===== src/rtl/simple_seq_pkg.sv =====
// Shared definitions for the SIMPLE phase sequencer: state encoding and the
// default set of phases that perform a memory access.
package simple_seq_pkg;

  // Sequencer states; HALT and ERR are sticky until reset.
  typedef enum logic [1:0] {
    ST_IDLE = 2'd0,
    ST_RUN  = 2'd1,
    ST_HALT = 2'd2,
    ST_ERR  = 2'd3
  } seq_state_e;

  // Default phase count and memory-phase mask (fetch in phase 0, operand in phase 3).
  localparam int             DEFAULT_NPHASE   = 5;
  localparam logic [4:0]     DEFAULT_MEM_MASK = 5'b01001;

endpackage


===== src/rtl/simple_seq_if.sv =====
// Control/status bundle between the sequencer and the rest of the SIMPLE core.
// The master side (button logic, decoder, memory, debug display) drives the
// requests; the slave side is the sequencer itself.
interface simple_seq_if #(
  parameter int NPHASE = 5,
  parameter int CNT_W  = 16
);

  logic              exec;
  logic              step;
  logic              halt_req;
  logic              mem_ack;
  logic [NPHASE-1:0] phase;
  logic              mem_req;
  logic              running;
  logic              halted;
  logic              err;
  logic [CNT_W-1:0]  inst_cnt;
  logic [CNT_W-1:0]  cycle_cnt;

  modport master (
    output exec, step, halt_req, mem_ack,
    input  phase, mem_req, running, halted, err, inst_cnt, cycle_cnt
  );

  modport slave (
    input  exec, step, halt_req, mem_ack,
    output phase, mem_req, running, halted, err, inst_cnt, cycle_cnt
  );

endinterface


===== src/rtl/simple_seq_wait.sv =====
// Memory wait-state counter. Counts consecutive cycles of an outstanding,
// unacknowledged memory request and flags the cycle on which the tolerated
// number of wait cycles would be exceeded. An ack in that cycle wins.
module simple_seq_wait #(
  parameter int MAX_WAIT = 15
) (
  input  logic clk,
  input  logic rst,
  input  logic mem_req_i,
  input  logic mem_ack_i,
  output logic timeout_o
);

  localparam int WAIT_W = $clog2(MAX_WAIT + 2);

  logic [WAIT_W-1:0] wait_q;
  logic [WAIT_W-1:0] wait_d;
  logic              stalled;

  assign stalled   = mem_req_i && !mem_ack_i;
  assign timeout_o = stalled && (wait_q == WAIT_W'(MAX_WAIT));

  // Next count: grow while stalled, otherwise the phase advances or no request is open.
  always_comb begin
    wait_d = '0;
    if (stalled) begin
      wait_d = wait_q + WAIT_W'(1);
    end
  end

  // Wait counter register with synchronous reset.
  always_ff @(posedge clk) begin
    if (rst) begin
      wait_q <= '0;
    end else begin
      wait_d_check: wait_q <= wait_d;
    end
  end

endmodule


===== src/rtl/simple_seq.sv =====
// SIMPLE multi-cycle phase sequencer. Steps a one-hot phase through NPHASE
// phases per instruction, stretching memory phases until mem_ack, and supports
// continuous run, single-step and halt, plus debug instruction/cycle counters.
// Every output is decoded from registered state only.
module simple_seq
  import simple_seq_pkg::*;
#(
  parameter int                NPHASE   = DEFAULT_NPHASE,
  parameter logic [NPHASE-1:0] MEM_MASK = NPHASE'(DEFAULT_MEM_MASK),
  parameter int                MAX_WAIT = 15,
  parameter int                CNT_W    = 16
) (
  input logic         clk,
  input logic         rst,
  simple_seq_if.slave bus
);

  localparam int               IDX_W    = $clog2(NPHASE);
  localparam logic [IDX_W-1:0] LAST_IDX = IDX_W'(NPHASE - 1);

  seq_state_e       state_q, state_d;
  logic [IDX_W-1:0] idx_q, idx_d;
  logic             pause_q, pause_d;
  logic [CNT_W-1:0] inst_cnt_q, inst_cnt_d;
  logic [CNT_W-1:0] cycle_cnt_q, cycle_cnt_d;

  logic inRun;
  logic memPhase;
  logic advance;
  logic timeout;

  assign inRun    = (state_q == ST_RUN);
  assign memPhase = inRun && MEM_MASK[idx_q];
  assign advance  = inRun && (!memPhase || bus.mem_ack);

  simple_seq_wait #(
    .MAX_WAIT (MAX_WAIT)
  ) waitCounter (
    .clk       (clk),
    .rst       (rst),
    .mem_req_i (memPhase),
    .mem_ack_i (bus.mem_ack),
    .timeout_o (timeout)
  );

  // Next-state logic: run/step/pause/halt decisions and instruction counting.
  always_comb begin
    state_d    = state_q;
    idx_d      = idx_q;
    pause_d    = pause_q;
    inst_cnt_d = inst_cnt_q;
    unique case (state_q)
      ST_IDLE: begin
        if (bus.exec) begin
          state_d = ST_RUN;
          idx_d   = '0;
          pause_d = 1'b0;
        end
      end
      ST_RUN: begin
        pause_d = pause_q | (bus.exec & ~bus.step);
        if (timeout) begin
          state_d = ST_ERR;
          idx_d   = '0;
          pause_d = 1'b0;
        end else if (advance) begin
          if (idx_q == LAST_IDX) begin
            inst_cnt_d = inst_cnt_q + CNT_W'(1);
            idx_d      = '0;
            if (bus.halt_req) begin
              state_d = ST_HALT;
              pause_d = 1'b0;
            end else if (bus.step || pause_d) begin
              state_d = ST_IDLE;
              pause_d = 1'b0;
            end
          end else begin
            idx_d = idx_q + IDX_W'(1);
          end
        end
      end
      default: begin
      end
    endcase
  end

  // Cycle counter advances on every executing clock and sticks at all-ones.
  always_comb begin
    cycle_cnt_d = cycle_cnt_q;
    if (inRun && (cycle_cnt_q != '1)) begin
      cycle_cnt_d = cycle_cnt_q + CNT_W'(1);
    end
  end

  // State, phase index, pause flag and counters, all with synchronous reset.
  always_ff @(posedge clk) begin
    if (rst) begin
      state_q     <= ST_IDLE;
      idx_q       <= '0;
      pause_q     <= 1'b0;
      inst_cnt_q  <= '0;
      cycle_cnt_q <= '0;
    end else begin
      state_q     <= state_d;
      idx_q       <= idx_d;
      pause_q     <= pause_d;
      inst_cnt_q  <= inst_cnt_d;
      cycle_cnt_q <= cycle_cnt_d;
    end
  end

  assign bus.phase     = inRun ? (NPHASE'(1) << idx_q) : '0;
  assign bus.mem_req   = memPhase;
  assign bus.running   = inRun;
  assign bus.halted    = (state_q == ST_HALT);
  assign bus.err       = (state_q == ST_ERR);
  assign bus.inst_cnt  = inst_cnt_q;
  assign bus.cycle_cnt = cycle_cnt_q;

endmodule


===== src/flat_wrapper.sv =====
// flat-port wrapper written by rule: the top's interface ports become plain ports
module simple_seq_flat import simple_seq_pkg::*;
#(
  parameter int                NPHASE   = DEFAULT_NPHASE,
  parameter logic [NPHASE-1:0] MEM_MASK = NPHASE'(DEFAULT_MEM_MASK),
  parameter int                MAX_WAIT = 15,
  parameter int                CNT_W    = 16
)
  (clk, rst, bus_exec, bus_step, bus_halt_req, bus_mem_ack, bus_phase, bus_mem_req, bus_running, bus_halted, bus_err, bus_inst_cnt, bus_cycle_cnt);
  simple_seq_if #(.NPHASE(NPHASE), .CNT_W(CNT_W)) bus_i ();
  input logic clk;
  input logic rst;
  input wire logic [$bits(bus_i.exec)-1:0] bus_exec;
  input wire logic [$bits(bus_i.step)-1:0] bus_step;
  input wire logic [$bits(bus_i.halt_req)-1:0] bus_halt_req;
  input wire logic [$bits(bus_i.mem_ack)-1:0] bus_mem_ack;
  output wire logic [$bits(bus_i.phase)-1:0] bus_phase;
  output wire logic [$bits(bus_i.mem_req)-1:0] bus_mem_req;
  output wire logic [$bits(bus_i.running)-1:0] bus_running;
  output wire logic [$bits(bus_i.halted)-1:0] bus_halted;
  output wire logic [$bits(bus_i.err)-1:0] bus_err;
  output wire logic [$bits(bus_i.inst_cnt)-1:0] bus_inst_cnt;
  output wire logic [$bits(bus_i.cycle_cnt)-1:0] bus_cycle_cnt;
  assign bus_i.exec = bus_exec;
  assign bus_i.step = bus_step;
  assign bus_i.halt_req = bus_halt_req;
  assign bus_i.mem_ack = bus_mem_ack;
  assign bus_phase = bus_i.phase;
  assign bus_mem_req = bus_i.mem_req;
  assign bus_running = bus_i.running;
  assign bus_halted = bus_i.halted;
  assign bus_err = bus_i.err;
  assign bus_inst_cnt = bus_i.inst_cnt;
  assign bus_cycle_cnt = bus_i.cycle_cnt;
  simple_seq #(.NPHASE(NPHASE), .MEM_MASK(MEM_MASK), .MAX_WAIT(MAX_WAIT), .CNT_W(CNT_W)) u_core (.clk(clk), .rst(rst), .bus(bus_i));
endmodule

===== config.mk =====
export PLATFORM = sky130hd
export DESIGN_NAME = simple_seq_flat
export DESIGN_NICKNAME = d
export VERILOG_FILES = /design/src/rtl/simple_seq_pkg.sv /design/src/rtl/simple_seq_if.sv /design/src/rtl/simple_seq_wait.sv /design/src/rtl/simple_seq.sv /design/src/flat_wrapper.sv
export SDC_FILE = /design/constraint.sdc
export NUM_CORES = 1
export LEC_CHECK = 0
export ABC_CLOCK_PERIOD_IN_PS = 2620
export BUFFER_PORTS_ARGS = -buffer_cell sky130_fd_sc_hd__clkbuf_2
export CAP_MARGIN = 20
export CORE_MARGIN = 10
export CORE_UTILIZATION = 50
export DETAILED_ROUTE_END_ITERATION = 8
export PLACE_DENSITY = 0.74
export SYNTH_ARGS = -nofsm -noshare
export SYNTH_HDL_FRONTEND = slang
export SYNTH_SLANG_ARGS = --single-unit

===== constraint.sdc =====
create_clock -name clk -period 2.62 [get_ports clk]
set_input_delay 0.131 -clock clk [delete_from_list [all_inputs] [get_ports clk]]
set_output_delay 0.131 -clock clk [all_outputs]
set_load 0.02 [all_outputs]

==> flow_summary.toml, run 1 <==
[status]
outcome = "complete, no violations"

[finish]
drive_gt1_share_pct = 20.06
final_core_utilization_pct = 59.42
syn_to_final_growth_pct = 14.84
final-seq-area_um2 = 880.8
multiInputGateArea_um2 = 1271
num-fill-cells = 401
antenna_cells = 0
final_common_cell = "clkbuf_2"
nets = 323
layout_common_cells = "clkbuf_2 (46), dfxtp_1 (44), nor2_1 (26)"
instances_no_fill = 361
final_area_um2 = 2605

[critical_path]
endpoint = "u_core.bus.inst_cnt[11]$_SDFFE_PP0P_"
r2r-start = "u_core.idx_q[0]$_SDFFE_PP0N_"
cp-end-kind = "flop"
crit_start = "u_core.idx_q[0]$_SDFFE_PP0N_"
r2r-end = "u_core.bus.inst_cnt[11]$_SDFFE_PP0P_"
reg2reg_depth = 6
slowest_stage = "or4_1"
cp.depth = 6
r2r_setup_slack_ns = 0.41
path_class = "reg2reg"
critPathMaxFanout = 9
worstSetupStartpointType = "flop"
crit_chain = "inv_1 -> ha_1 -> nand4b_4 -> or3_1 -> or4_1 -> a21oi_1"
crit_path_max_incr_delay_ns = 0.55
critical-path-top-delay-family = "simple AND/OR/NAND/NOR gates"
arrival_ns = 2.45
path_buf_inv = 1
critical_path_required_ns = 2.86

[logic_synthesis]
synth_edf_count = 0
mappedNetlistArea_um2 = 2268
synth_area_leaders = "dfxtp_1 (39%), ha_1 (5.0%), nor2_1 (4.3%)"
ys_seq_elements = 44
syn_avg_cell_area_um2 = 8.560
synth_nets = 280
yosysUniqueCellTypes = 50
async_flop_share_pct = 0
ys_seq_area_share_pct = 38.83
synth_warnings = 0
synth-main-ff-cell = "dfxtp_1"
yosys.area.top_type = "dfxtp_1"
synth_top_area_share_pct = 38.83
synth_cells = 265

[clock_tree]
cts_resized = 0
htreeDepth = 2
cts_tree = "yes"
holdBufCountCts = 0
cts_setup_buffers = 0
clk_latency_ns = 0.30
clk_pin_slew_worst_paths_ns = 0.08
root_buffer = "clkbuf_8"
cts_buffers = 5
clock_sinks = 44
ctsLongestPathBuffers = 2

[global_route]
grt.total_usage_pct = 13.56
antenna_found_initial = 0
first_global_vias = 1894
grt_pass1_wl_um = 8645
overflow = 0
grt_start_max_net_pins = 25

[die]
core_region_area_um2 = 4384
dieArea_um2 = 7631
die_x_um = 87.36
ios = 47
num_rows = 24
start_util_pct = 51.74
die_h_um = 87.36

[route]
drt_iter0_markers = 72
ant_nets = 0
viasPerCell = 5.748
drt_first_pass_iters = 4
vias = 2075
routedWlPerCell_um = 14.03
wirelength_um = 5064
drc = 0

[sta]
rsz0062_at_grt = "false"
finalClockSkew_ns = 0.005337
setup_tns_ns = 0
layout_min_cycle_time_ns = 2.214
fmax_mhz = 451.7
finalSetupViolCount = 0
drv_slew = 0
hold_viol = 0
maxSlewHeadroom_pct = 60.61
tightest_slew_ns = 0.5855
min_period_over_period_pct = 84.49

[place]
port_buffers = 46
dp_hpwl_um = 3784
place_area_um2 = 2515
place.gp.congestion = 0.8553
placed_cells = 353

[min_path]
hold_class = "in2reg"

[pwr]
p_per_area_nw_per_um2 = 474.4
p_leak_nw = 0.9958
irDropWorstVdd_uv = 273.5
finalPower_w = 0.001236

[flow_run]
drv_cap = 0
where the power goes:
part | switching (W) | internal [W]
Clock | 0.000226 | 0.000215
Sequential | 0.0000136 | 0.000678
Combinational | 0.0000669 | 0.0000361
Total | 0.000307 | 0.000929
cell type report:
type	count	area share [%]
Multi-Input combinational cell	195	48.80
Inverter	14	2.017
Sequential cell	44	33.81
Timing Repair Buffer	48	9.414
Tap cell	52	2.498
Clock buffer	8	3.458
state kept, by name, summed over array words and instances (netlist names), named ones only:
signal                     flops
u_core.idx_q                   3
u_core.waitCounter.wait_q      5
u_core.state_q                 2
u_core.pause_q                 1
u_core.bus.cycle_cnt          16
u_core.bus.inst_cnt           16
how the worst min path moves through the flow:
stage / depth (start not counted) / to / start
2_1_floorplan: 2 / u_core.pause_q$_SDFFE_PP0P_ / bus_step
3_3_place_gp: 1 / u_core.waitCounter.wait_q[0]$_SDFF_PP0_ / u_core.waitCounter.wait_q[0]$_SDFF_PP0_
3_5_place_dp: 1 / u_core.waitCounter.wait_q[0]$_SDFF_PP0_ / u_core.waitCounter.wait_q[0]$_SDFF_PP0_
4_1_cts: 3 / u_core.pause_q$_SDFFE_PP0P_ / bus_step
5_1_grt: 3 / u_core.pause_q$_SDFFE_PP0P_ / bus_step
6_report: 3 / u_core.pause_q$_SDFFE_PP0P_ / bus_step
worst register-to-register path, cell delays in order (launching register included):
cell      delay (ns)
dfxtp_1         0.36
inv_1           0.14
ha_1            0.26
nand4b_4        0.18
or3_1           0.53
or4_1           0.55
a21oi_1         0.15
layer usage:
metal / track usage, % / routed length [um]
met1: 16.97 / 2365
met5: 0 / 0
met4: 3.913 / 51
met2: 21.03 / 2275
met3: 5.150 / 371
per-stage QoR:
stage | hold WS [ns] | setup WS [ns]
2_1_floorplan | 0.3987 | 0.5877
3_3_place_gp | 0.4340 | 0.4823
3_5_place_dp | 0.4419 | 0.4304
4_1_cts | 0.1949 | 0.3946
5_1_grt | 0.2007 | 0.2571
6_report | 0.1963 | 0.4063
synth_stat cells, types with 7 or more instances:
library cell,n
dfxtp_1,44
nor2_1,26
a21oi_1,19
nand2_1,15
inv_1,14
nand3_1,11
o31ai_1,11
or4_1,11
ha_1,9
nor4_1,9
or3_1,8
o21ai_0,7
xnor2_1,7
cells by family (layout without fill, tap and decap cells):
family / after synthesis / after routing / share of synthesized area (%)
flops: 44 / 44 / 38.83
xor+xnor: 9 / 9 / 3.475
fa+ha+maj: 9 / 9 / 4.964
simple gates: 121 / 121 / 30.89
mux: 4 / 4 / 1.930
compound gates: 52 / 52 / 14.78
buf+inv: 26 / 70 / 5.129
No activity file was read; power rests on OpenSTA's default activity.
==> run 2, diff against run 1 <==
- ABC_AREA: not set -> 1
- ABC_CLOCK_PERIOD_IN_PS: 2620 -> 1900
- CORE_UTILIZATION: 50 -> 49
- PLACE_DENSITY: 0.74 -> 0.75
- clock period: 2.62 -> 1.9 ns (I/O delays scaled with it)
==> flow_summary.toml, run 2 <==
[status]
outcome = "complete, no violations"

[logic_synthesis]
synth-main-ff-cell = "dfxtp_1"
ys_seq_area_share_pct = 36.80
yosysMostFrequentCell = "nand2_1"
synth_top_area_share_pct = 36.80
synth_edf_count = 0
synth_nets = 369
ys_seq_elements = 44
mappedNetlistArea_um2 = 2394
async_flop_share_pct = 0
yosysUniqueCellTypes = 29
synth_area_leaders = "dfxtp_1 (37%), nand2_1 (12%), nor2_1 (8.0%)"
yosys.area.top_type = "dfxtp_1"
synthTopCellsByCount = "nand2_1 (74), nor2_1 (51), inv_1 (47)"
synth_cells = 354
syn_avg_cell_area_um2 = 6.761
synth_warnings = 0

[route]
ant_nets = 0
wirelength_um = 5665
drt_first_pass_iters = 4
routedWlPerCell_um = 11.93
viasPerCell = 4.928
drt_iter0_markers = 113
vias = 2341
drc = 0

[global_route]
grt.total_usage_pct = 13.69
overflow = 0
grt_pass1_wl_um = 9673
antenna_found_initial = 0
grt_start_max_net_pins = 18
first_global_vias = 2179

[sta]
maxSlewHeadroom_pct = 73.91
layout_min_cycle_time_ns = 1.721
drv_slew = 0
fmax_mhz = 581.1
finalSetupViolCount = 0
hold_ws_ns = 0.1760
finalClockSkew_ns = 0.009156
setup_tns_ns = 0
hold_viol = 0
min_period_over_period_pct = 90.57
tightest_slew_ns = 0.3910

[pwr]
p_sw_share_pct = 34.48
pwr-share-clk_pct = 26.6
p_sw_w = 0.0007342
seq_power_share_pct = 47.8
p_per_area_nw_per_um2 = 745.5
combPwrFrac_pct = 25.7
p_int_w = 0.001395
p_leak_nw = 1.206
irDropWorstVdd_uv = 311.8

[die]
core_region_area_um2 = 4723
die_h_um = 89.89
die_x_um = 89.89
start_util_pct = 50.68
num_rows = 25
dieArea_um2 = 8080
ios = 47

[finish]
instances_no_fill = 475
layout_common_cells = "nand2_1 (74), nor2_1 (50), inv_1 (47)"
syn_to_final_growth_pct = 19.34
drive_gt1_share_pct = 20.34
final_common_cell = "nand2_1"
nets = 423
antenna_cells = 0

[min_path]
hold_class = "in2reg"
hp-start = "bus_halt_req"

[place]
placed_cells = 467
port_buffers = 46
dp_hpwl_um = 4359
place.gp.congestion = 0.8523

[critical_path]
worstSetupStartpointType = "flop"
critical_path_required_ns = 2.10
r2r-start = "u_core.waitCounter.wait_q[0]$_SDFF_PP0_"
cp-end-kind = "flop"
arrival_ns = 1.92
crit_start = "u_core.waitCounter.wait_q[0]$_SDFF_PP0_"
critPathMaxFanout = 7
path_class = "reg2reg"

[clock_tree]
htreeDepth = 2
ctsLongestPathBuffers = 2
cts_tree = "yes"
holdBufCountCts = 0
clk_pin_slew_worst_paths_ns = 0.08
root_buffer = "clkbuf_8"
clk_latency_ns = 0.30
clock_sinks = 44
cts_buffers = 5

[flow_run]
drv_cap = 0
==> run 2: metrics by stage <==
stage	instance area, um2	total power, W	utilization (%)	worst slack (ns)
5_1_grt	2856	0.002259	60.48	-0.01203
2_1_floorplan	2394	0.001392	-	0.1890
3_3_place_gp	2728	0.001538	57.75	0.1922
4_1_cts	2809	0.002128	59.47	0.06402
3_5_place_dp	2728	0.001550	57.75	0.09062
6_report	2856	0.002130	60.48	0.1791
==> run 2: logic make-up (layout without fill, tap and decap cells) <==
| group | Yosys count | in the layout | share of synthesized area (%) |
|---|---|---|---|
| AND/OR/NAND/NOR | 185 | 185 | 34.50 |
| buffers and inverters | 58 | 112 | 9.200 |
| AO/OA/AOI/OAI | 48 | 48 | 11.13 |
| flip-flops | 44 | 44 | 36.80 |
| XOR/XNOR | 10 | 10 | 3.659 |
| adder cells (fa/ha/maj) | 9 | 9 | 4.705 |
==> run 2: worst max-delay path: stages (launching register included) <==
cell and delay [ns]:
dfxtp_2 0.34, ha_1 0.16, nand2_1 0.07, nor2_1 0.10, ha_2 0.22, inv_1 0.08, nand4_4 0.11, nand2_4 0.08
buf_4 0.15, nand2_1 0.05, nand3_1 0.12, nand2_1 0.09, nor2_1 0.04
==> run 2: path summary, 6_finish.rpt <==
path,end,slack [ns],cells past startpoint
worst min-delay path,u_core.state_q[1]$_SDFFE_PP0P_,0.18,5
worst max register to register,flop,0.18,12
worst min register to register,u_core.waitCounter.wait_q[0]$_SDFF_PP0_,0.42,1
worst max-delay path,flop,0.18,12
==> run 2: routing by layer <==
layer	vias up	global-route usage (%)	part of all wire (%)
li1	1230	-	-
met1	1051	16.87	47
met2	53	21.61	45
met3	7	4.821	6.7
met4	0	4.642	1.3
met5	-	0	0
==> run 2: what timing repair did <==
action                                  in CTS  in global routing
endpoints found under the setup margin       0                  5
buffers inserted                             0                  1
endpoints found under the hold margin        0                  0
gates resized for setup                      0                  8
==> run 2: power by group through the flow <==
stage | logic (W) | registers, W | clock network [W]
after global placement | 0.000509 | 0.00103 | 0
after CTS | 0.000522 | 0.00101 | 0.000596
after detailed placement | 0.000519 | 0.00103 | 0
final | 0.000547 | 0.00102 | 0.000566
after floorplan | 0.000350 | 0.00104 | 0
after global routing | 0.000611 | 0.00102 | 0.000625
==> run 2: layout make-up <==
| type | count | area [um2] |
|---|---|---|
| multi-input combinational | 252 | 1331 |
| tap | 67 | 83.83 |
| timing repair buffer | 53 | 282.8 |
| inverter | 52 | 195.2 |
| clock inverter | 2 | 12.51 |
| fill | 471 | 1867 |
| sequential | 44 | 882.1 |
| clock buffer | 5 | 68.82 |
==> run 3, diff against run 2 <==
- CORE_UTILIZATION: 49 -> 50
- CTS_BUF_LIST: not set -> sky130_fd_sc_hd__clkbuf_4
- PLACE_DENSITY: 0.75 -> 0.76
==> flow_summary.toml, run 3 (synthesis gave the netlist of run 2 again) <==
[status]
outcome = "complete, no violations"

[critical_path]
reg2reg_depth = 13
crit_chain = "ha_1 -> nand2_1 -> nor2_1 -> ha_2 -> inv_1 -> nand4_2 -> nand2_4 -> nand2_1 -> nand2_1 -> inv_2 -> nor2_2 -> nor2_1 -> nor2_1"
critPathMaxFanout = 7
critical_path_required_ns = 2.21
critical-path-top-delay-family = "simple AND/OR/NAND/NOR gates"
path_class = "reg2reg"
path_buf_inv = 2
slowest_stage = "dfxtp_2"
crit_path_max_incr_delay_ns = 0.35
arrival_ns = 2.04
r2r_setup_slack_ns = 0.17
r2r-start = "u_core.waitCounter.wait_q[0]$_SDFF_PP0_"
cp-end-kind = "flop"
worstSetupStartpointType = "flop"

[sta]
drv_slew = 0
finalClockSkew_ns = 0.009305
layout_min_cycle_time_ns = 1.726
hold_ws_ns = 0.09417
finalSetupViolCount = 0
min_period_over_period_pct = 90.83
fmax_mhz = 579.5
fin_ws_ns = 0.1743
tightest_slew_ns = 0.4911
setup_tns_ns = 0
maxSlewHeadroom_pct = 67.22
hold_viol = 0

[finish]
antenna_cells = 0
final_common_cell = "nand2_1"
final_core_utilization_pct = 60.32
layout_common_cells = "nand2_1 (73), nor2_1 (50), inv_1 (46), clkbuf_2 (46), dfxtp_1 (40)"
drive_gt1_share_pct = 21.90
syn_to_final_growth_pct = 18.24
final_area_um2 = 2830
nets = 425

[global_route]
top_usage_layer = "met2"
antenna_found_initial = 0
grt.total_usage_pct = 14.87
overflow = 0
use_met2_pct = 23.50
grt_start_max_net_pins = 18
gr-usage-met1_pct = 18.55
use_met3_pct = 5.014
first_global_vias = 2195
grt_pass1_wl_um = 9646

[min_path]
hp-start = "bus_halt_req"
whs_path_depth = 5
hold_class = "in2reg"
worstHoldEndpoint = "u_core.state_q[1]$_SDFFE_PP0P_"

[place]
dp_hpwl_um = 4325
dp_slack_ns = 0.1140
place_area_um2 = 2704
port_buffers = 46
place.gp.congestion = 0.9015

[clock_tree]
holdBufCountCts = 0
htreeDepth = 2
cts_buffers = 5
ctsLongestPathBuffers = 2
root_buffer = "clkbuf_4"
cts_tree = "yes"
clk_pin_slew_worst_paths_ns = 0.13
clock_sinks = 44
clk_latency_ns = 0.36

[die]
start_util_pct = 51.01
ios = 47
die_x_um = 89.19
core_region_area_um2 = 4692
num_rows = 25
die_h_um = 89.19
dieArea_um2 = 7955

[pwr]
p_leak_nw = 1.204
irDropWorstVdd_uv = 335.8
p_per_area_nw_per_um2 = 708.6

[flow_run]
drv_cap = 0

[route]
ant_nets = 0
drc = 0
vias = 2392
viasPerCell = 5.144
drt_first_pass_iters = 4
wirelength_um = 5694
routedWlPerCell_um = 12.25
drt_iter0_markers = 114
run 3: cell types whose count changed in the layout (fill, tap and decap cells not counted), moves of 2 or more:
cell	previous run	this run
clkbuf_4	0	6
clkbuf_8	5	0
dfxtp_1	43	40
buf_4	7	9
dfxtp_2	1	3
run 3: layout make-up:
cell class,count,area (um2)
Fill cell,444,1862
Multi-Input combinational cell,252,1325
Sequential cell,44,888.4
Timing Repair Buffer,55,297.8
Inverter,52,195.2
Tap cell,54,67.56
Clock buffer,6,45.04
Clock inverter,2,11.26
run 3: metal layers:
layer / up-vias / wire length (um)
met4: 0 / 65
met1: 1070 / 2570
met5: - / 0
li1: 1248 / -
met2: 68 / 2633
met3: 6 / 424
run 3: power breakdown:
group          switching, W  internal [W]
combinational      0.000354      0.000165
sequential        0.0000514      0.000969
clock              0.000311      0.000156
run 3: worst max-delay path by stage:
stage                                            startpoint                                     to  slack, ns  cells after the start
finish              u_core.waitCounter.wait_q[0]$_SDFF_PP0_                                   flop       0.17                     13
global route                   u_core.idx_q[0]$_SDFFE_PP0N_   u_core.bus.inst_cnt[11]$_SDFFE_PP0P_      -0.01                     12
CTS                 u_core.waitCounter.wait_q[0]$_SDFF_PP0_                                   flop       0.09                     11
detailed placement  u_core.waitCounter.wait_q[0]$_SDFF_PP0_                                   flop       0.11                     11
global placement    u_core.waitCounter.wait_q[0]$_SDFF_PP0_                                   flop       0.11                     11
floorplan              u_core.bus.cycle_cnt[0]$_SDFFE_PP0P_  u_core.bus.cycle_cnt[11]$_SDFFE_PP0P_       0.19                      9
run 3: worst register-to-register path, delay by kind of cell (launching register included):
family	cells	cell delay [ns]
flops	1	0.35
simple gates	9	0.83
fa+ha+maj	2	0.39
buf+inv	2	0.11
run 3: stage by stage:
stage	instances	total power, W
CTS	461	0.001996
detailed placement	453	0.001529
floorplan	354	0.001392
global route	465	0.002135
global placement	453	0.001522
finish	465	0.002005
run 3: timing repair:
action,4_1_cts,5_1_grt
buffers inserted,0,4
resized for setup,0,14
endpoints found under the setup margin,0,24
